`config.mk`:
```
export PLATFORM = sky130hd
export DESIGN_NAME = uart_tx
export DESIGN_NICKNAME = d
export VERILOG_FILES = /design/src/rtl/uart_tx.sv
export SDC_FILE = /design/constraint.sdc
export NUM_CORES = 1
export LEC_CHECK = 0
export CORE_MARGIN = 5
export CORE_UTILIZATION = 50
export DETAILED_ROUTE_END_ITERATION = 8
export GPL_ROUTABILITY_DRIVEN = 0
export GPL_TIMING_DRIVEN = 0
export PLACE_DENSITY = 0.7
export SLEW_MARGIN = 20
export SYNTH_ARGS = -nofsm -noshare
export SYNTH_HDL_FRONTEND = slang
export SYNTH_SLANG_ARGS = --single-unit
```
`constraint.sdc`:
```
create_clock -name clk -period 2.4 [get_ports clk]
set_clock_uncertainty 0.2 [all_clocks]
set_input_delay 0.36 -clock clk [delete_from_list [all_inputs] [get_ports clk]]
set_output_delay 0.36 -clock clk [all_outputs]
set_load 0.01 [all_outputs]
```
`src/rtl/uart_tx.sv`:
```
// UART transmitter: pulls bytes from an upstream registered-read FIFO and serialises 8N1 (8E1 with UART_TX_PARITY_EN).
// Latency: READ + LATCH (2 cycles) before the start bit; each bit lasts CLKS_PER_BIT cycles; 42 busy cycles per frame at CLKS_PER_BIT=4.
// Backpressure: reads only when fifo_empty is low, in IDLE or on stop-bit exit; one fifo_rd_en pulse per frame.
module uart_tx #(
    parameter int CLKS_PER_BIT = 434
) (
    input  logic       clk,
    input  logic       rst_n,
    input  logic       fifo_empty,
    input  logic [7:0] fifo_data,
    output logic       fifo_rd_en,
    output logic       tx,
    output logic       busy,
    output logic       tx_done
);

`ifdef UART_TX_PARITY_EN
    typedef enum logic [2:0] {
        IDLE   = 3'd0,
        READ   = 3'd1,
        LATCH  = 3'd2,
        START  = 3'd3,
        DATA   = 3'd4,
        PARITY = 3'd5,
        STOP   = 3'd6
    } state_t;
`else
    typedef enum logic [2:0] {
        IDLE   = 3'd0,
        READ   = 3'd1,
        LATCH  = 3'd2,
        START  = 3'd3,
        DATA   = 3'd4,
        STOP   = 3'd6
    } state_t;
`endif

    // Last count of a bit period, and the count one before it (tx_done is
    // registered, so it has to be raised one cycle ahead of the final cycle).
    localparam logic [15:0] BAUD_LAST = 16'(CLKS_PER_BIT - 1);
    localparam logic [15:0] DONE_AT   = 16'(CLKS_PER_BIT - 2);

    state_t      state_q;
    logic [15:0] baud_q;
    logic [15:0] baud_d;
    logic [2:0]  bit_idx_q;
    logic [7:0]  shreg_q;
    logic        tx_q;
    logic        rd_en_q;
    logic        busy_q;
    logic        done_q;
    logic        baud_last;
`ifdef UART_TX_PARITY_EN
    logic        parity_q;
`endif

    // Baud counter next value: wraps at the end of every bit period, which is
    // exactly where the timed states change, so it also clears on state change.
    assign baud_last = (baud_q == BAUD_LAST);
    assign baud_d    = baud_last ? 16'd0 : baud_q + 16'd1;

    // Frame sequencer with all outputs registered alongside the state.
    always_ff @(posedge clk or negedge rst_n) begin
        if (!rst_n) begin
            state_q   <= IDLE;
            baud_q    <= 16'd0;
            bit_idx_q <= 3'd0;
            shreg_q   <= 8'd0;
            tx_q      <= 1'b1;
            rd_en_q   <= 1'b0;
            busy_q    <= 1'b0;
            done_q    <= 1'b0;
`ifdef UART_TX_PARITY_EN
            parity_q  <= 1'b0;
`endif
        end else begin
            rd_en_q <= 1'b0;
            done_q  <= 1'b0;
            case (state_q)
                IDLE: begin
                    baud_q <= 16'd0;
                    tx_q   <= 1'b1;
                    if (!fifo_empty) begin
                        state_q <= READ;
                        rd_en_q <= 1'b1;
                        busy_q  <= 1'b1;
                    end
                end
                READ: begin
                    baud_q  <= 16'd0;
                    state_q <= LATCH;
                end
                LATCH: begin
                    // Registered FIFO data is valid here, one cycle after the read.
                    baud_q   <= 16'd0;
                    shreg_q  <= fifo_data;
`ifdef UART_TX_PARITY_EN
                    parity_q <= ^fifo_data;
`endif
                    tx_q     <= 1'b0;
                    state_q  <= START;
                end
                START: begin
                    baud_q <= baud_d;
                    if (baud_last) begin
                        state_q   <= DATA;
                        bit_idx_q <= 3'd0;
                        tx_q      <= shreg_q[0];
                    end
                end
                DATA: begin
                    baud_q <= baud_d;
                    if (baud_last) begin
                        // Index wraps 7 -> 0 naturally on the final data bit.
                        bit_idx_q <= bit_idx_q + 3'd1;
                        shreg_q   <= shreg_q >> 1;
                        if (bit_idx_q == 3'd7) begin
`ifdef UART_TX_PARITY_EN
                            state_q <= PARITY;
                            tx_q    <= parity_q;
`else
                            state_q <= STOP;
                            tx_q    <= 1'b1;
`endif
                        end else begin
                            tx_q <= shreg_q[1];
                        end
                    end
                end
`ifdef UART_TX_PARITY_EN
                PARITY: begin
                    baud_q <= baud_d;
                    if (baud_last) begin
                        state_q <= STOP;
                        tx_q    <= 1'b1;
                    end
                end
`endif
                STOP: begin
                    baud_q <= baud_d;
                    tx_q   <= 1'b1;
                    if (baud_q == DONE_AT) begin
                        done_q <= 1'b1;
                    end
                    if (baud_last) begin
                        if (!fifo_empty) begin
                            state_q <= READ;
                            rd_en_q <= 1'b1;
                        end else begin
                            state_q <= IDLE;
                            busy_q  <= 1'b0;
                        end
                    end
                end
                default: begin
                    state_q <= IDLE;
                    baud_q  <= 16'd0;
                    tx_q    <= 1'b1;
                    busy_q  <= 1'b0;
                end
            endcase
        end
    end

    assign fifo_rd_en = rd_en_q;
    assign tx         = tx_q;
    assign busy       = busy_q;
    assign tx_done    = done_q;

endmodule

```
==> key figures <==
Worst setup path
  • Cell count of the worst reg-to-reg path: 5
  • Worst R2R Setup Slack: 0.35 ns
  • CP required: 2.40 ns
  • CP peak stage delay: 0.45 ns
  • CP max stage cell: dfrtp_1
  • RR Endpoint: state_q[1]$_DFFE_PN0P_
  • Origin of the critical flop-to-flop path: baud_q[2]$_DFF_PN0_
  • CP Class: reg2reg
  • Crit-path max FO: 10
  • CP cell instances: nor4_2, and4_4, buf_6, mux2_2, o211ai_1
  • Crit end category: register
  • Element type at the critical path start: register
  • Crit path DAT: 2.06 ns

Routing
  • Routed Antenna Nets: 0
  • Initial DRC count: 170
  • Drt first pass iters: 4
  • DRC: 0
  • Total vias in the final route: 1543
  • Wire per inst: 15.3 um
  • Routed WL: 4070 um
  • Vias per cell: 5.80

Floorplanning
  • Initial core utilization: 51.8%
  • Die area: 0.00513 mm^2
  • IO Pins: 15
  • Core ar.: 0.00366 mm^2
  • Row cnt: 22
  • Die H: 71.6 um
  • Die W: 71.6 um

Synthesis
  • Syn_nets: 211
  • Number of synthesized flops with an enable pin: 0
  • Synth Flop Type: dfrtp_1
  • Synth top area share: 43.5%
  • Area leader, netlist: dfrtp_1
  • Synth top area cells: dfrtp_1 44%, xnor2_1 5.1%, nor2_1 4.6%, mux2i_1 3.7%, ha_1 3.3%
  • Syn_area_per_cell: 9.73 um^2
  • Ys async rst share: 100%
  • Mapped Area: 0.00190 mm^2
  • Seq/Total Area, Yosys: 44.9%
  • Yosys warnings: 0
  • Gate count of the mapped netlist: 195
  • Synth Register Bits: 34
  • Synth cell types: 48

CTS
  • Clock sink count: 34
  • Clk root buf: clkbuf_8
  • Total CTS buffers: 5
  • Post-cts sizing count: 0
  • Setup Buffers After CTS: 0
  • Depth of the CTS H-tree: 2
  • Clock transition at path regs: 0.07 ns
  • CTS Buffer Depth: 2
  • CTS tree: yes
  • CTS Hold Bufs: 1
  • Skew-Pair Late Insertion Delay: 0.28 ns

Timing
  • RSZ-0062 raised after global routing: no
  • TNS Setup: 0 ns
  • Max transition margin: 62.4%
  • Hold slack final: 0.323 ns
  • Min Tclk post-route: 2.05 ns
  • Final Max Slew Viols: 0
  • Fmax: 487 MHz
  • Final period util: 85.5%
  • Least-Margin Pin Slew: 0.563 ns
  • Setup-failing EPs final: 0
  • Final hold viol count: 0

Global route
  • GR Util met2: 25.8%
  • GRT met3 Usage: 4.07%
  • GR peak layer: met2
  • Met1 Use GR: 24.4%
  • Largest net degree at the start of global routing: 22
  • Initial antenna violation count: 0
  • GRT Util Overall: 17.2%
  • Number of global-route vias before repair: 1502
  • First-pass GRT wire length: 7090 um
  • Global route overflow: 0

Final layout
  • # nets final: 234
  • Fraction of layout cells with a size suffix above 1: 13.8%
  • Number of diodes: 0
  • Design area: 0.00221 mm^2
  • Area grow syn2layout: 16.3%
  • Commonest non-fill, non-tap cell in the layout: dfrtp_1
  • Most frequent cells in the layout: 33 x dfrtp_1, 23 x nor2_1, 13 x nand2_1, 13 x clkdlybuf4s50_1, 11 x xnor2_1

Placed design
  • DP Area: 0.00212 mm^2
  • Number of port buffers: 14
  • Hpwl dp: 2910 um

Worst hold path
  • Hold endpoint: shreg_q[7]$_DFFE_PN0P_
  • Worst hold stages: 2
  • Min-delay worst type: reg2reg
  • Hold path startpoint: shreg_q[7]$_DFFE_PN0P_

Pwr
  • Max IR drop VDD: 0.374 mV
  • Pwr Density: 468 mW/mm^2
  • Design Power: 1.03 mW
  • LEAKAGE: 0.963 nW

Run status
  • Run status: complete, no violations

Flow run
  • MaxCap Viol Count: 0
## worst max path at each step
stage,from,slack [ns],end,depth (start not counted)
3_3_place_gp,rst_n,0.08,shreg_q[7]$_DFFE_PN0P_,1
6_report,baud_q[2]$_DFF_PN0_,0.35,state_q[1]$_DFFE_PN0P_,5
5_1_grt,baud_q[0]$_DFF_PN0_,0.20,bit_idx_q[0]$_DFFE_PN0P_,6
2_1_floorplan,baud_q[2]$_DFF_PN0_,0.51,state_q[1]$_DFFE_PN0P_,5
4_1_cts,baud_q[2]$_DFF_PN0_,0.33,state_q[1]$_DFFE_PN0P_,5
3_5_place_dp,baud_q[2]$_DFF_PN0_,0.35,state_q[1]$_DFFE_PN0P_,5
## per-stage QoR
| stage | utilization, % | instances | setup slack (ns) |
|---|---|---|---|
| after floorplan | - | 195 | 0.508 |
| after global placement | 57.3 | 257 | 0.0780 |
| after detailed placement | 57.9 | 258 | 0.349 |
| after CTS | 60.3 | 266 | 0.334 |
| after global routing | 60.3 | 266 | 0.205 |
| final | 60.3 | 266 | 0.347 |
## area by class of cell
| class | instances | area (um^2) |
|---|---|---|
| flip-flops and latches | 34 | 852 |
| clock buffers | 7 | 76.3 |
| multi-input cells | 141 | 946 |
| fillers | 320 | 1460 |
| repair buffers | 16 | 173 |
| inverters | 10 | 37.5 |
| plain buffers | 10 | 61.3 |
| well taps | 48 | 60.1 |
## per-layer routing
layer | routed length [um] | vias to the layer above
met2 | 1820 | 40
met5 | 0 | -
li1 | - | 732
met4 | 40 | 0
met1 | 1970 | 766
met3 | 233 | 5
## sequential cells by signal (all words and copies together) (netlist names)
| name | flops |
|---|---|
| baud_q | 16 |
| bit_idx_q | 3 |
| fifo_rd_en | 1 |
| tx | 1 |
| busy | 1 |
| tx_done | 1 |
| state_q | 3 |
| shreg_q | 8 |
## power by group
group	switching, mW	leakage [nW]	internal [mW]
combinational	0.0226	0.511	0.0263
sequential	0.00406	0.414	0.580
clock	0.199	0.0383	0.200
total	0.226	0.963	0.806
## cell families after synthesis
logic type,count (synthesis),share of synthesized area [%]
AND/OR/NAND/NOR,78,22.5
AO/OA/AOI/OAI,37,13.5
flip-flops,34,44.9
buffers and inverters,20,5.21
XOR/XNOR,12,5.54
multiplexers,9,5.08
adder cells (fa/ha/maj),5,3.30
## critical path: cells and delay by family (launching register included)
| kind | cells | cell delay [ns] |
|---|---|---|
| compound gates | 1 | 0.16 |
| simple gates | 2 | 0.69 |
| flops | 1 | 0.45 |
| buf+inv | 1 | 0.15 |
| mux | 1 | 0.33 |
## Yosys cell counts (2+ instances only)
library cell	n
dfrtp_1	33
nand2b_1	2
xnor2_1	11
clkbuf_1	2
nand3_1	5
ha_1	5
mux2i_1	7
or3_1	2
o21ai_0	8
nor4_1	3
a221oi_1	2
a21oi_1	10
buf_2	5
nor4_2	2
o32ai_1	7
nor2b_1	4
nand2_1	13
and3_1	2
nor2_1	23
o211ai_1	2
and2b_2	2
inv_1	10
nor3_1	8
nand4_1	3
(Power assumes the default switching activity.)
